## src/rtl/ctrl_pkg.sv

```systemverilog
// Shared encodings for the multi-cycle MIPS control sequencer:
// opcode/funct constants, FSM state codes, PCSrc codes and the instruction-class vector.
package ctrl_pkg;

  localparam logic [5:0] OP_RTYPE = 6'b000000;
  localparam logic [5:0] OP_ADDI  = 6'b001000;
  localparam logic [5:0] OP_LW    = 6'b100011;
  localparam logic [5:0] OP_SW    = 6'b101011;
  localparam logic [5:0] OP_BEQ   = 6'b000100;
  localparam logic [5:0] OP_BNE   = 6'b000101;
  localparam logic [5:0] OP_J     = 6'b000010;
  localparam logic [5:0] OP_JAL   = 6'b000011;
  localparam logic [5:0] OP_HALT  = 6'b111111;

  localparam logic [5:0] FUNCT_JR = 6'b001000;

  typedef enum logic [2:0] {
    ST_IF   = 3'b000,
    ST_ID   = 3'b001,
    ST_EXE  = 3'b010,
    ST_MEM  = 3'b011,
    ST_WB   = 3'b100,
    ST_HALT = 3'b101
  } state_t;

  localparam logic [1:0] PCSRC_SEQ = 2'b00;
  localparam logic [1:0] PCSRC_BR  = 2'b01;
  localparam logic [1:0] PCSRC_JR  = 2'b10;
  localparam logic [1:0] PCSRC_J   = 2'b11;

  typedef struct packed {
    logic rtype;
    logic jr;
    logic addi;
    logic lw;
    logic sw;
    logic beq;
    logic bne;
    logic j;
    logic jal;
    logic halt;
    logic illegal;
  } iclass_t;

  localparam int ICLASS_W = $bits(iclass_t);

endpackage

```

## src/rtl/instr_class_dec.sv

```systemverilog
// Combinational opcode/funct decoder producing a one-hot instruction class.
// Zero latency; no flow control.
module instr_class_dec
  import ctrl_pkg::*;
(
  input  logic [5:0]          opcode,
  input  logic [5:0]          funct,
  output logic [ICLASS_W-1:0] cls
);

  iclass_t c;

  always_comb begin
    c = '0;
    case (opcode)
      OP_RTYPE: begin
        if (funct == FUNCT_JR) c.jr = 1'b1;
        else                   c.rtype = 1'b1;
      end
      OP_ADDI: c.addi    = 1'b1;
      OP_LW:   c.lw      = 1'b1;
      OP_SW:   c.sw      = 1'b1;
      OP_BEQ:  c.beq     = 1'b1;
      OP_BNE:  c.bne     = 1'b1;
      OP_J:    c.j       = 1'b1;
      OP_JAL:  c.jal     = 1'b1;
      OP_HALT: c.halt    = 1'b1;
      default: c.illegal = 1'b1;
    endcase
  end

  assign cls = c;

endmodule

```

## src/rtl/multicycle_ctrl.sv

```systemverilog
// Multi-cycle IF/ID/EXE/MEM/WB sequencer; outputs decoded combinationally from state.
// 2-5 cycles per instruction; MEM stalls while mem_ready is low.
module multicycle_ctrl
  import ctrl_pkg::*;
#(
  parameter int CNT_W = 32
) (
  input  logic             CLK,
  input  logic             RST,
  input  logic [5:0]       opcode,
  input  logic [5:0]       funct,
  input  logic             zero,
  input  logic             mem_ready,
  output logic             PCWre,
  output logic [1:0]       PCSrc,
  output logic             IRWre,
  output logic             RegWre,
  output logic             RegDst31,
  output logic             MemRd,
  output logic             MemWre,
  output logic             halted,
  output logic [2:0]       state,
  output logic [CNT_W-1:0] retired
);

  logic [ICLASS_W-1:0] cls_bits;
  iclass_t             c;
  state_t              state_q, state_d;

  instr_class_dec u_dec (
    .opcode (opcode),
    .funct  (funct),
    .cls    (cls_bits)
  );

  assign c     = iclass_t'(cls_bits);
  assign state = state_q;

  always_ff @(posedge CLK) begin
    if (RST) begin
      state_q <= ST_IF;
      retired <= '0;
    end else begin
      state_q <= state_d;
      if (PCWre) retired <= retired + CNT_W'(1);
    end
  end

  always_comb begin
    state_d  = state_q;
    PCWre    = 1'b0;
    PCSrc    = PCSRC_SEQ;
    IRWre    = 1'b0;
    RegWre   = 1'b0;
    RegDst31 = 1'b0;
    MemRd    = 1'b0;
    MemWre   = 1'b0;
    halted   = 1'b0;
    case (state_q)
      ST_IF: begin
        IRWre   = 1'b1;
        state_d = ST_ID;
      end
      ST_ID: begin
        if (c.j || c.jal) begin
          PCWre    = 1'b1;
          PCSrc    = PCSRC_J;
          RegWre   = c.jal;
          RegDst31 = c.jal;
          state_d  = ST_IF;
        end else if (c.jr) begin
          PCWre   = 1'b1;
          PCSrc   = PCSRC_JR;
          state_d = ST_IF;
        end else if (c.illegal) begin
          PCWre   = 1'b1;
          state_d = ST_IF;
        end else if (c.halt) begin
          state_d = ST_HALT;
        end else begin
          state_d = ST_EXE;
        end
      end
      ST_EXE: begin
        if (c.beq || c.bne) begin
          PCWre   = 1'b1;
          PCSrc   = ((c.beq && zero) || (c.bne && !zero)) ? PCSRC_BR : PCSRC_SEQ;
          state_d = ST_IF;
        end else if (c.lw || c.sw) begin
          state_d = ST_MEM;
        end else if (c.rtype || c.addi) begin
          state_d = ST_WB;
        end else begin
          state_d = ST_IF;
        end
      end
      ST_MEM: begin
        // Request stays asserted until the memory handshakes.
        if (c.lw) begin
          MemRd = 1'b1;
          if (mem_ready) state_d = ST_WB;
        end else if (c.sw) begin
          MemWre = 1'b1;
          if (mem_ready) begin
            PCWre   = 1'b1;
            state_d = ST_IF;
          end
        end else begin
          state_d = ST_IF;
        end
      end
      ST_WB: begin
        RegWre  = 1'b1;
        PCWre   = 1'b1;
        state_d = ST_IF;
      end
      ST_HALT: halted = 1'b1;
      default: state_d = ST_IF;
    endcase
    if (RST) begin
      PCWre    = 1'b0;
      PCSrc    = PCSRC_SEQ;
      IRWre    = 1'b0;
      RegWre   = 1'b0;
      RegDst31 = 1'b0;
      MemRd    = 1'b0;
      MemWre   = 1'b0;
      halted   = 1'b0;
    end
  end

endmodule

```

## config.mk

```make
export PLATFORM = sky130hd
export DESIGN_NAME = multicycle_ctrl
export DESIGN_NICKNAME = d
export VERILOG_FILES = /design/src/rtl/ctrl_pkg.sv /design/src/rtl/instr_class_dec.sv /design/src/rtl/multicycle_ctrl.sv
export SDC_FILE = /design/constraint.sdc
export NUM_CORES = 1
export LEC_CHECK = 0
export ABC_AREA = 0
export BUFFER_PORTS_ARGS = -buffer_cell sky130_fd_sc_hd__buf_2
export CORE_MARGIN = 2
export CORE_UTILIZATION = 55
export CTS_BUF_LIST = sky130_fd_sc_hd__clkbuf_16
export CTS_CLUSTER_SIZE = 12
export DETAILED_ROUTE_END_ITERATION = 16
export PLACE_DENSITY = 0.93
export REMOVE_ABC_BUFFERS = 1
export SYNTH_ARGS = -nofsm -noshare
export SYNTH_HDL_FRONTEND = slang
export SYNTH_SLANG_ARGS = --single-unit
```

## constraint.sdc

```tcl
create_clock -name CLK -period 3.9 [get_ports CLK]
set_input_delay 0.78 -clock CLK [delete_from_list [all_inputs] [get_ports CLK]]
set_output_delay 0.78 -clock CLK [all_outputs]
set_load 0.05 [all_outputs]
```

Yosys cells after proc, flatten, opt, wreduce, memory -nomap -nowiden
Index checks and enable logic that the tools add are counted.
{ "classes": {"add_sub_neg": 1, "eq_ne": 16, "muxes": 54, "bitwise": 1, "n_reduce_logical": 12} }
{ "ops": {"columns": ["operator", "count"], "rows": [
  ["two-way mux 1 bit", 35],
  ["two-way mux 3 bit", 11],
  ["adder 32 x 1 -> 32 bit, second input constant", 1],
  ["equality test 6 bit, second input constant", 3],
  ["one-hot mux 3 bit (5 select lines)", 1],
  ["equality test 6 x 2 -> 1 bit, second input constant", 2],
  ["equality test 6 x 3 -> 1 bit, second input constant", 2],
  ["equality test 6 x 4 -> 1 bit, second input constant", 2],
  ["OR reduction 9 bit", 1],
  ["two-way mux 2 bit", 4],
  ["equality test 3 x 2 -> 1 bit, second input constant", 2],
  ["equality test 3 bit, second input constant", 2],
  ["zero test 6 bit", 1],
  ["!= test 3 bit, second input constant", 2],
  ["logical OR 1 bit", 5],
  ["one-hot mux 1 bit (4 select lines)", 1],
  ["one-hot mux 2 bit (2 select lines)", 1],
  ["equality test 3 x 1 -> 1 bit, second input constant", 1],
  ["zero test 3 bit", 1],
  ["AND reduction 3 bit", 1],
  ["logical AND 1 bit", 2],
  ["one-hot mux 1 bit (2 select lines)", 1],
  ["zero test 1 bit", 1],
  ["inverter 1 bit", 1]
]} }
{ "totals": {"reg_bits": 35, "inputBits": 16, "out_inout_bits": 44} }

Longest topological paths before layout
{ "logic_depth": {"depth_word": 8, "depth_mapped": 8, "mapped_depth_nobuf": 6} }

By module
A second synthesis with hierarchy kept.
{ "unflattened": {"hier_cells": 280, "hier_area_um2": 2272.2} }
{ "by_module_without_submodules": {"columns": ["module", "n_inst", "cells_each", "area_per_inst_um2", "seq_area_each_um2"], "rows": [
  ["multicycle_ctrl", 1, 252, 2085.8, 700.7],
  ["instr_class_dec", 1, 28, 186.4, 0.0]
]} }

Worst setup path after synthesis
OpenSTA, ideal clock, no wires.
{ "synth_timing": {"path_kind": "register -> output", "start": "register state_q[0] (netlist: state[0])", "end": "output port RegWre", "t_arrival_ns": 3.336, "setup_slack_ns": -0.216, "path_stages_with_launch": 6, "path_buffers": 1, "cell_sequence": "dfxtp_1 > buf_4 > nor3b_1 > nand2_1 > nor4_1 > a31o_2"} }
{ "synth_via": {"elab_chain_len": 3} }
{ "synth_rtl": {"columns": ["item", "line", "rtl"], "rows": [
  ["start: declaration", "multicycle_ctrl.sv:28", "state_t state_q, state_d;"],
  ["start signal: assignment", "multicycle_ctrl.sv:44", "state_q <= state_d;"],
  ["equality test 3 bit / equality test 3 x 1 -> 1 bit (equally long branches)", "multicycle_ctrl.sv:59", "case (state_q)"],
  ["one-hot mux 1 bit (2 select lines) *", "multicycle_ctrl.sv:59", null],
  ["two-way mux 1 bit *", "multicycle_ctrl.sv:120", "if (RST) begin"],
  ["end: declaration", "multicycle_ctrl.sv:17", "output logic RegWre,"]
]} }
Mark *: on every way between the ends. The rest lies on a longest branch, timed or not.

Worst setup path in the final report
{ "layout_timing": {"start": "input port opcode[3]", "end": "output port PCWre"} }
{ "layout_via": {"elab_chain_len": 7} }
{ "layout_rtl": {"columns": ["item", "line", "rtl"], "rows": [
  ["start: declaration", "multicycle_ctrl.sv:10", "input logic [5:0] opcode,"],
  ["equality test 6 x 4 -> 1 bit (tied with other cells)", "instr_class_dec.sv:15", "case (opcode)"],
  ["OR reduction 9 bit (no line)", null, null],
  ["two-way mux 1 bit", "multicycle_ctrl.sv:75", "end else if (c.illegal) begin"],
  ["two-way mux 1 bit", "multicycle_ctrl.sv:71", "end else if (c.jr) begin"],
  ["two-way mux 1 bit", "multicycle_ctrl.sv:65", "if (c.j || c.jal) begin"],
  ["one-hot mux 1 bit (4 select lines) *", "multicycle_ctrl.sv:59", null],
  ["two-way mux 1 bit *", "multicycle_ctrl.sv:120", null],
  ["end: declaration", "multicycle_ctrl.sv:14", "output logic PCWre,"]
]} }
Marks and branches as above.

==> key figures <==
Synth
  – Syn Inst Count: 240
  – Yosys reg bits: 35
  – Yosys cell types: 44
  – Post-synth EDFFs: 0
  – Sequential element share of the synthesized area: between 30% and 40%
  – Yosys warnings: 0
  – Area of the mapped netlist: a little under 2000 um^2
  – Average size of a mapped cell: 8.284 um^2
  – Post-synth ARST share: 0%
  – Most used DFF post-synth: dfxtp_1

Final layout
  – Multi-input gate area: 1205 um^2
  – Cell Count, Final, Fillers Out: 346
  – Diodes inserted: 0
  – Nets@finish: between 300 and 400
  – Commonest non-fill, non-tap cell in the layout: buf_2
  – Design Area, Final: 2471 um^2
  – Most frequent cells in the layout: buf_2 (59), dfxtp_1 (35), nor2_1 (17)
  – Syn-to-layout area delta: 24.29%
  – Share of cells above drive strength 1: about a quarter
  – FILL cells: 282
  – Storage cell area: around 700 um^2

Floorplanning
  – Core footprint: approximately 3400 um^2
  – Initial Util: about three fifths
  – # rows: 21
  – Die Area: a little over 4000 um^2
  – Num ports: 60
  – Die Y: between 60 and 70 um
  – Chip Width: roughly 64 um

STA
  – Final Critical Period: 3.008 ns
  – F_max: 332.4 MHz
  – Final Max Tran Viols: 0
  – Setup violations, final: 0
  – Slew HR: approximately 55%
  – Setup ws final: around 0.89 ns
  – Skew final: approximately 0.0028 ns
  – Post-route clock period utilization: between 70 and 80%
  – Worst Tran Pin Value: around 0.66 ns
  – Final count of hold timing violations: 0
  – RSZ-0062 raised after global routing: false
  – TNS Setup: 0 ns

Detailed routing
  – DR pass1 iterations: 4
  – Via count: 2084
  – Antenna viol nets, final: 0
  – Drt wl/cell: ~14 um
  – Drt drc: 0
  – Vias per inst: between 6 and 7
  – Final wirelength: ~4900 um
  – Initial drt markers: between 100 and 150

Global route
  – Total GRT Usage: about 25%
  – Number of global-route vias before repair: between 1500 and 2000
  – Largest net degree at the start of global routing: 24
  – Number of antenna violations at the first check in global routing: 0
  – First-pass GRT wire length: around 8400 um
  – Global route overflow: 0

Worst hold path
  – Hold Path Sink: retired[23]
  – Hold depth: 2
  – Hold WC Path Type: reg2reg
  – Min-delay src: retired[23]

Pwr
  – Leak pwr: approximately 0.001 uW
  – Cell area power density: about 330 nW/um^2
  – Max IR drop VDD: approximately 0.30 mV

Clock tree
  – Skew-Pair Late Insertion Delay: about 0.28 ns
  – Clock Path Buffers: 2
  – Post-CTS Setup Bufs: 0
  – # clock sinks: 35
  – CTS tree: built
  – Post-CTS sizing: 0
  – Cts bufs inserted: 5
  – Root Driver: clkbuf_16
  – Hold buffers post-CTS: 0
  – CTS clk-pin slew, worst paths: 0.05 ns
  – H-tree depth: 2

Critical path
  – CP Class: in2out
  – Crit path DAT: approximately 2.2 ns
  – Reg2Reg Depth: 7
  – Max FO, Critical Path: 12
  – Reg2reg start: state[0]
  – Critical path capture point type: output pin
  – CP Launch Type: primary input
  – Flop2flop setup slack: 1.25 ns
  – RR Endpoint: retired[21]
  – Required time at the worst-slack endpoint: 3.12 ns

Place
  – # placed instances: about 340
  – Port bufs: about 60
  – Place WS: between 0.9 and 1 ns
  – Placement Cell Area: 2330 um^2
  – Gp weighted congestion: about 0.91
  – DP HPWL: 3419 um

Job
  – Max Cap Viol: 0

Outcome
  – Outcome: completed
synth_stat cells, types with 4 or more instances:
cell | instances | area [um^2]
a21oi_1 | 16 | 80.08
o41ai_1 | 4 | 35.03
o2111ai_1 | 11 | 96.34
xnor2_1 | 4 | 35.03
and2_1 | 9 | 56.30
nor4b_1 | 4 | 35.03
nand2_1 | 13 | 48.80
o21ai_0 | 12 | 60.06
nor2_1 | 17 | 63.81
inv_1 | 8 | 30.03
and3_1 | 6 | 37.54
nand4_1 | 4 | 25.02
and4_1 | 4 | 35.03
o211ai_1 | 4 | 30.03
o21ai_1 | 4 | 20.02
nand3_1 | 9 | 45.04
nor3_1 | 5 | 25.02
xor2_1 | 11 | 96.34
nor4_1 | 4 | 25.02
or3_1 | 13 | 81.33
clkbuf_1 | 11 | 41.29
dfxtp_1 | 35 | 700.7
worst max path at each step:
stage / slack (ns) / start / endpoint
detailed placement: 0.90 / opcode[3] / PCWre
global placement: 0.91 / opcode[4] / RegWre
global route: 0.73 / opcode[3] / PCWre
finish: 0.89 / opcode[3] / PCWre
floorplan: -0.19 / state[0] / RegWre
CTS: 0.90 / opcode[3] / PCWre
flip-flops by register name (all words and copies together) (netlist names):
name     flops
retired     32
state        3
per-layer routing:
layer	track usage, %	wire [um]
met4	7.447	34
met1	33.55	2263
met5	0	0
met2	41.15	2312
met3	5.634	294
critical path, stage by stage:
cell,delay [ns]
buf_2,0.16
or4_1,0.51
a2bb2oi_1,0.17
o211ai_2,0.19
o21ai_2,0.10
inv_1,0.06
buf_2,0.25
per-stage QoR:
| step | utilization (%) | hold slack [ns] | power (uW) |
|---|---|---|---|
| 6_report | 72.34 | 0.4978 | 814.0 |
| 4_1_cts | 72.34 | 0.4945 | 816.1 |
| 2_1_floorplan | - | 0.7101 | 412.6 |
| 5_1_grt | 72.34 | 0.5292 | 839.4 |
| 3_3_place_gp | 68.21 | 0.4849 | 443.4 |
| 3_5_place_dp | 68.21 | 0.4856 | 443.9 |
report_power, final:
part / switching (uW) / total [uW] / internal (uW) / leakage [uW]
registers: 4.65 / 365 / 360 / 0.000282
logic: 50.4 / 73.6 / 23.1 / 0.000648
clock network: 143 / 376 / 233 / 0.0000710
cell families after synthesis:
logic type | count (synthesis) | share of synthesized area (%)
compound gates | 68 | 24.80
xor+xnor | 15 | 6.608
fa+ha+maj | 1 | 0.6292
buf+inv | 21 | 4.154
flops | 35 | 35.24
simple gates | 100 | 28.57
final cells by class:
class | count | area share (%)
multi-input combinational | 184 | 48.76
clock inverter | 3 | 0.6582
sequential | 35 | 28.35
inverter | 9 | 1.367
clock buffer | 5 | 5.063
tap | 46 | 2.329
timing repair buffer | 64 | 13.47
Power figures use the tool's default switching activity.
